**src/rtl/riscboy_ppu_ahbl_read_port.sv**
```systemverilog
// Halfword read port onto an AHB-Lite master: one transfer in address phase, one in data phase.
// Two-cycle latency at zero wait states; requests stall on hready, responses have no backpressure.
module riscboy_ppu_ahbl_read_port #(
  parameter int W_ADDR  = 18,
  parameter int W_DATA  = 16,
  parameter int W_HADDR = 32,
  parameter int W_HDATA = 32,
  parameter logic [W_HADDR-1:0] ADDR_BASE = 32'h2008_0000
) (
  input  logic               clk,
  input  logic               rst,

  input  logic               req_addr_vld,
  output logic               req_addr_rdy,
  input  logic [W_ADDR-1:0]  req_addr,

  output logic               rsp_data_vld,
  output logic [W_DATA-1:0]  rsp_data,
  output logic               rsp_err,

  output logic               err_sticky,
  input  logic               err_clr,

  output logic [W_HADDR-1:0] ahblm_haddr,
  output logic [1:0]         ahblm_htrans,
  output logic               ahblm_hwrite,
  output logic [2:0]         ahblm_hsize,
  output logic [2:0]         ahblm_hburst,
  output logic [3:0]         ahblm_hprot,
  output logic               ahblm_hmastlock,
  input  logic               ahblm_hready,
  input  logic               ahblm_hresp,
  input  logic [W_HDATA-1:0] ahblm_hrdata
);

  localparam logic [1:0] HTRANS_IDLE   = 2'b00;
  localparam logic [1:0] HTRANS_NONSEQ = 2'b10;

  logic              aphase_vld;
  logic [W_ADDR-1:0] aphase_addr;
  logic              dphase_vld;
  logic              dphase_lane;
  logic              accept;
  logic [15:0]       lane_data;

  assign req_addr_rdy = !aphase_vld || ahblm_hready;
  assign accept       = req_addr_vld && req_addr_rdy;

  // An empty address phase can be refilled even while the bus is stalled.
  always_ff @(posedge clk or posedge rst) begin
    if (rst) begin
      aphase_vld  <= 1'b0;
      aphase_addr <= '0;
    end else if (accept) begin
      aphase_vld  <= 1'b1;
      aphase_addr <= req_addr;
    end else if (ahblm_hready) begin
      aphase_vld  <= 1'b0;
    end
  end

  always_ff @(posedge clk or posedge rst) begin
    if (rst) begin
      dphase_vld  <= 1'b0;
      dphase_lane <= 1'b0;
    end else if (ahblm_hready) begin
      dphase_vld  <= aphase_vld;
      dphase_lane <= aphase_addr[0];
    end
  end

  always_ff @(posedge clk or posedge rst) begin
    if (rst) begin
      err_sticky <= 1'b0;
    end else if (rsp_err) begin
      err_sticky <= 1'b1;
    end else if (err_clr) begin
      err_sticky <= 1'b0;
    end
  end

  assign ahblm_haddr     = ADDR_BASE | W_HADDR'({aphase_addr, 1'b0});
  // First cycle of an ERROR response: drop the pending transfer to IDLE, re-issue next cycle.
  assign ahblm_htrans    = (aphase_vld && !(ahblm_hresp && !ahblm_hready)) ? HTRANS_NONSEQ : HTRANS_IDLE;
  assign ahblm_hwrite    = 1'b0;
  assign ahblm_hsize     = 3'b001;
  assign ahblm_hburst    = 3'b000;
  assign ahblm_hprot     = 4'b0011;
  assign ahblm_hmastlock = 1'b0;

  generate
    if (W_HDATA == 32) begin : g_lane32
      assign lane_data = dphase_lane ? ahblm_hrdata[31:16] : ahblm_hrdata[15:0];
    end else begin : g_lane16
      assign lane_data = ahblm_hrdata[15:0];
    end
  endgenerate

  assign rsp_data_vld = dphase_vld && ahblm_hready;
  assign rsp_err      = rsp_data_vld && ahblm_hresp;
  assign rsp_data     = rsp_err ? '0 : W_DATA'(lane_data);

endmodule

```
**config.mk**
```make
export PLATFORM = sky130hd
export DESIGN_NAME = riscboy_ppu_ahbl_read_port
export DESIGN_NICKNAME = d
export VERILOG_FILES = /design/src/rtl/riscboy_ppu_ahbl_read_port.sv
export SDC_FILE = /design/constraint.sdc
export NUM_CORES = 1
export LEC_CHECK = 0
export ABC_AREA = 1
export BUFFER_PORTS_ARGS = -buffer_cell sky130_fd_sc_hd__buf_2
export CORE_MARGIN = 3
export CORE_UTILIZATION = 35
export DETAILED_ROUTE_END_ITERATION = 10
export PLACE_DENSITY = 0.81
export SLEW_MARGIN = 20
export SYNTH_ARGS = -nofsm -noshare
export SYNTH_HDL_FRONTEND = slang
export SYNTH_SLANG_ARGS = --single-unit
```
**constraint.sdc**
```tcl
create_clock -name clk -period 1 [get_ports clk]
set_input_delay 0.1 -clock clk [delete_from_list [all_inputs] [get_ports clk]]
set_output_delay 0.1 -clock clk [all_outputs]
set_load 0.005 [all_outputs]
```
==> results of run 1 <==
final cells by class:
| cell class | instances | area, µm² |
|---|---|---|
| tap | 48 | 60.1 |
| inverter | 22 | 92.6 |
| timing repair buffer | 105 | 668 |
| clock buffer | 3 | 41.3 |
| multi-input combinational | 161 | 840 |
| sequential | 22 | 552 |
| fill | 321 | 1540 |
| clock inverter | 1 | 30.0 |
worst min-delay path by stage:
stage          slack [ns]                         end    start  depth (start not counted)
2_1_floorplan        0.09  aphase_addr[0]$_DFFE_PP0P_      rst                          1
3_3_place_gp         0.15      err_sticky$_DFFE_PP0P_      rst                          3
3_5_place_dp         0.15      err_sticky$_DFFE_PP0P_      rst                          3
4_1_cts             0.006      err_sticky$_DFFE_PP0P_  err_clr                          2
5_1_grt              0.01      err_sticky$_DFFE_PP0P_  err_clr                          2
6_report             0.01      err_sticky$_DFFE_PP0P_  err_clr                          2
cells in the final DEF (no fill, tap or decap):
cell type / instances
buf_2: 92
bufinv_16: 1
nand2_4: 1
buf_12: 3
a21boi_2: 1
clkbuf_8: 3
nand2_1: 91
dfrtp_1: 21
clkbuf_16: 2
buf_16: 1
nand2_8: 6
dlygate4sd3_1: 1
conb_1: 27
inv_1: 19
dfrtp_2: 1
clkinv_4: 1
buf_6: 2
inv_2: 1
nand3_1: 6
buf_8: 1
inv_6: 1
buf_4: 3
o21ai_1: 2
nand3_2: 12
nand2_2: 15
critical path, cell delays in order (launching register included):
cell and delay [ns]:
dfrtp_2 0.45, buf_12 0.16, nand2_1 0.06, nand2_1 0.05, nand2_1 0.06, inv_1 0.03
buf_2 0.11
registers in the layout, summed over array words and instances (netlist names):
register and cells:
aphase_vld 1, dphase_lane 1, dphase_vld 1, err_sticky 1, aphase_addr 18
cell families after synthesis:
| logic type | after synthesis | synth area share |
|---|---|---|
| simple gates | 127 | 0.357 |
| buf+inv | 58 | 0.246 |
| flops | 22 | 0.380 |
| compound gates | 3 | 0.0121 |
| other cells | 2 | 0.00518 |
timing repair:
action / in CTS / in global routing
setup endpoints to repair: 20 / 38
pin swaps: 3 / 11
gates resized for setup: 10 / 38
gates cloned: 2 / 5
buffers inserted: 2 / 0
hold endpoints to repair: 22 / 0
hold buffers: 1 / 0
report_power, final:
group          leakage [nW]  switching [mW]  internal, mW
clock                0.0357           0.275         0.534
combinational          1.13           0.555         0.531
sequential            0.269          0.0909          1.01
total                  1.43           0.921          2.08
routing by layer:
| layer | GRT usage | vias to the layer above |
|---|---|---|
| met5 | 0 | - |
| met4 | 0.0383 | 0 |
| met3 | 0.0288 | 2 |
| met2 | 0.260 | 77 |
| met1 | 0.182 | 666 |
| li1 | - | 783 |
==> impl_metrics.yaml, run 1 <==
cts:
  cts-root-buf: "clkbuf_8"
  numCtsBuffers: 3
  cts_tree: "built"
  clkLatencyLatePin_ns: 0.26
  clk_pin_slew_ns: 0.08
  htreeDepth: 1
  cts_buffer_depth: 2
  clkSinkCount: 22
logic_synthesis:
  yosysTopAreaCellShare: 0.380
  ys_ff_latch: 22
  async_reset_ff_frac: 1.00
  yosysTopAreaCell: "dfrtp_1"
  synthTopCellsByCount: "nand2_1, buf_4, dfrtp_1"
  yosys-top-cells-area: "dfrtp_1, nand2_1, buf_4"
  yosysMostFrequentCell: "nand2_1"
  synth_ff_type: "dfrtp_1"
  synth_cell_types: 13
  yosys_warnings: 0
  ys_seq_area_frac: 0.380
  avgSynthCellArea_um2: 6.83
  syn_area_um2: 1450
  synth-edff-count: 0
  syn_inst: 212
global_routing:
  track_usage: 0.148
  antenna_found_initial: 0
  grt_pass1_wl_mm: 6.06
  overflow: 0
  grt_pass1_vias: 1326
  grt_max_degree: 23
timing:
  fin_crit_sh: 1.27
  finalHoldViolCount: 0
  finalMaxSlewViolations: 0
  period_needed_ns: 1.27
  fmax_mhz: 786
  rsz0062_at_grt: "yes"
  setup_viol: 39
  skew_ns: 0.00676
  fin_hold_ws_ns: 0.0124
  worst_slack_ns: -0.272
  tns_ns: -5.04
routing:
  vias: 1528
  wl_per_cell_um: 11.2
  wl_met2_mm: 2.07
  first_pass_iters: 4
  wl_met1_mm: 1.57
  dr_wl_met3_um: 385
  viasPerCell: 4.22
  wirelength_mm: 4.04
  drt_iter0_markers: 26
  drc: 0
  dr.max_layer_used: "met4"
  antenna_left: 0
critical_path:
  r2r_start: "aphase_vld$_DFFE_PP0P_"
  start_kind: "register"
  arrival_ns: 1.17
  worstSetupEndpointType: "output port"
  crit_fanout: 16
  crit_end: "rsp_data[11]"
  ff2ff_path_depth: 5
  r2r_setup_slack_ns: -0.04
  r2r-end: "aphase_addr[0]$_DFFE_PP0P_"
  startpoint: "dphase_lane$_DFFE_PP0P_"
  crit_required_ns: 0.90
  crit_type: "reg -> out"
die:
  die_area_um2: 4950
  die_w_um: 70.3
  fp.dieH_um: 70.3
  start_util: 0.379
  core_area_um2: 3830
  row_count: 22
  pin_count: 122
worst_hold_path:
  hp-class: "in -> reg"
placed_design:
  place_hpwl_mm: 2.66
  dp.cells: 348
  post-place-ws_ns: -0.0250
  placed_area_um2: 1860
  io_buffers: 94
  gp_congestion: 0.746
power:
  power_leakage_nw: 1.43
  power_density_nw_per_um2: 1310
  ir_drop_mv: 1.18
  p_total_mw: 3.00
outcome:
  status: "complete, but fails checks"
  failed_checks: "negative setup slack"
flow_run:
  max_cap_violations: 0
layout:
  area_delta_synth_final_pct: 57.6
  design_area_um2: 2280
  final_nets: 371
  final_layout_size_suffix_gt1_frac: 0.468
  post-route-util: 0.597
  antenna_cells: 0
  fin_cells: 362
Power figures use the tool's default switching activity.
==> run 2: changes to the inputs <==
- ABC_AREA: 1 -> unset
- CORE_UTILIZATION: 35 -> 34
==> impl_metrics.yaml, run 2 <==
outcome:
  status: "complete, but fails checks"
  failed_checks: "negative setup slack"
placed_design:
  io_buffers: 94
  gp_congestion: 0.715
  dp.cells: 263
  place_hpwl_mm: 2.48
die:
  die_area_um2: 4770
  pin_count: 122
  row_count: 22
  start_util: 0.361
  core_area_um2: 3740
  die_w_um: 69.1
  fp.dieH_um: 69.1
routing:
  vias: 1199
  antenna_left: 0
  first_pass_iters: 4
  drt_iter0_markers: 9
  wl_per_cell_um: 12.3
  viasPerCell: 4.27
  wirelength_mm: 3.47
  drc: 0
logic_synthesis:
  async_reset_ff_frac: 1.00
  synth_cell_types: 17
  synthTopCellsByCount: "buf_4, dfrtp_1, mux2i_1, nor2_1"
  ys_ff_latch: 22
  yosysTopAreaCell: "dfrtp_1"
  syn_inst: 118
  synth-edff-count: 0
  avgSynthCellArea_um2: 11.5
  yosysMostFrequentCell: "buf_4"
  synth_ff_type: "dfrtp_1"
  syn_area_um2: 1350
  yosysTopAreaCellShare: 0.407
  yosys_warnings: 0
  ys_seq_area_frac: 0.407
  yosys-top-cells-area: "dfrtp_1, buf_4, mux2i_1"
cts:
  htreeDepth: 1
  cts_buffer_depth: 2
  cts-root-buf: "clkbuf_8"
  clkLatencyLatePin_ns: 0.26
  clkSinkCount: 22
  numCtsBuffers: 3
  clk_pin_slew_ns: 0.08
  cts_tree: "built"
timing:
  fin_crit_sh: 1.35
  setup_viol: 41
  period_needed_ns: 1.35
  finalHoldViolCount: 0
  skew_ns: 0.00159
  fin_hold_ws_ns: 0.0648
  finalMaxSlewViolations: 0
  rsz0062_at_grt: "yes"
  worst_slack_ns: -0.352
  fmax_mhz: 739
power:
  power_frac_clock: 0.215
  ir_drop_mv: 1.17
  power_leakage_nw: 1.25
  p_seq_frac: 0.376
  switching_power_mw: 0.841
  combPwrFrac: 0.409
  power_density_nw_per_um2: 1300
  p_sw_frac: 0.285
  internal_power_mw: 2.11
global_routing:
  antenna_found_initial: 0
  track_usage: 0.142
  grt_pass1_vias: 1212
  grt_max_degree: 23
  overflow: 0
  grt_pass1_wl_mm: 5.68
layout:
  final_layout_size_suffix_gt1_frac: 0.700
  largest_reg_flops: 18
  area_delta_synth_final_pct: 67.4
  final_cell_mix: "buf_2, conb_1, dfrtp_1, mux2_4, buf_6"
  final_nets: 290
  final_common_cell: "buf_2"
  fin_cells: 281
  antenna_cells: 0
  fillers: 322
  regMostFlops: "aphase_addr"
critical_path:
  crit_required_ns: 0.90
  crit_fanout: 6
  critPathSlowestCell: "dfrtp_2"
  r2r_setup_slack_ns: -0.18
  arrival_ns: 1.25
  cpPeakStageDelay_ns: 0.43
  crit_type: "reg -> out"
  worstSetupEndpointType: "output port"
  crit_chain: "buf_6, mux2i_2, nor2_2, buf_2"
  start_kind: "register"
flow_run:
  max_cap_violations: 0
worst_hold_path:
  hp-class: "in -> reg"
## run 2: cell types whose count changed after synthesis, moves of 16 or more
cell and change:
mux2i_1 +16, nor2_1 +16, inv_1 -16, nand2_1 -106, nand3_1 -18
## run 2: repair_timing
| action | 4_1_cts | 5_1_grt |
|---|---|---|
| endpoints found under the setup margin | 39 | 41 |
| endpoints found under the hold margin | 22 | 0 |
| gates cloned | 5 | 0 |
| setup buffers | 2 | 7 |
| pin swaps | 4 | 1 |
| gates resized for setup | 28 | 18 |
| hold buffers | 1 | 0 |
## run 2: kinds of logic (layout without fill, tap and decap cells)
| group | Yosys count | after routing | share of synthesized area |
|---|---|---|---|
| muxes | 36 | 36 | 0.313 |
| buffers and inverters | 35 | 122 | 0.186 |
| DFF | 22 | 22 | 0.407 |
| and+or+nand+nor | 21 | 24 | 0.0777 |
| other | 2 | 27 | 0.00555 |
| AOI/OAI and AO/OA | 2 | 2 | 0.0111 |
## run 2: cell type report
class / count / area (µm²) / area share
Tap cell: 48 / 60.1 / 0.0265
Inverter: 3 / 11.3 / 0.00497
Sequential cell: 22 / 552 / 0.244
Timing Repair Buffer: 115 / 758 / 0.335
Multi-Input combinational cell: 89 / 828 / 0.366
Clock buffer: 4 / 55.1 / 0.0243
## run 2: worst paths after layout
check | start | endpoint | cells past startpoint
max reg2reg | aphase_vld$_DFFE_PP0P_ | aphase_addr[8]$_DFFE_PP0P_ | 4
max | dphase_lane$_DFFE_PP0P_ | rsp_data[11] | 4
min reg2reg | err_sticky$_DFFE_PP0P_ | err_sticky$_DFFE_PP0P_ | 1
min in group asynchronous | rst | aphase_addr[3]$_DFFE_PP0P_ | 4
min | req_addr[11] | aphase_addr[11]$_DFFE_PP0P_ | 2
max in group asynchronous | rst | dphase_lane$_DFFE_PP0P_ | 4
## run 2: layer usage
layer,global-route usage,routed length [µm]
met2,0.264,1830
met1,0.160,1290
met3,0.0394,321
met5,0,0
met4,0.0325,29
## run 2: critical path: cells and delay by family, from the launching register on
family        cells  cell delay [ns]
simple gates      1             0.05
buf+inv           2             0.28
mux               1             0.23
flops             1             0.43
## run 2: power groups by stage
stage / clock network [mW] / registers [mW] / logic [mW]
CTS: 0.647 / 1.11 / 1.12
detailed placement: 0 / 1.11 / 0.942
global placement: 0 / 1.11 / 0.914
global route: 0.682 / 1.13 / 1.31
floorplan: 0 / 1.11 / 0.623
finish: 0.634 / 1.11 / 1.21
## run 2: per-stage QoR
step	setup WS [ns]	total power [mW]	util	instance area, µm²	TNS, ns
4_1_cts	-0.357	2.87	0.572	2140	-8.79
2_1_floorplan	-0.136	1.73	-	1520	-1.37
6_report	-0.352	2.95	0.605	2260	-8.99
3_5_place_dp	-0.115	2.05	0.498	1860	-2.62
3_3_place_gp	-0.0865	2.02	0.498	1860	-1.98
5_1_grt	-0.424	3.12	0.605	2260	-10.89
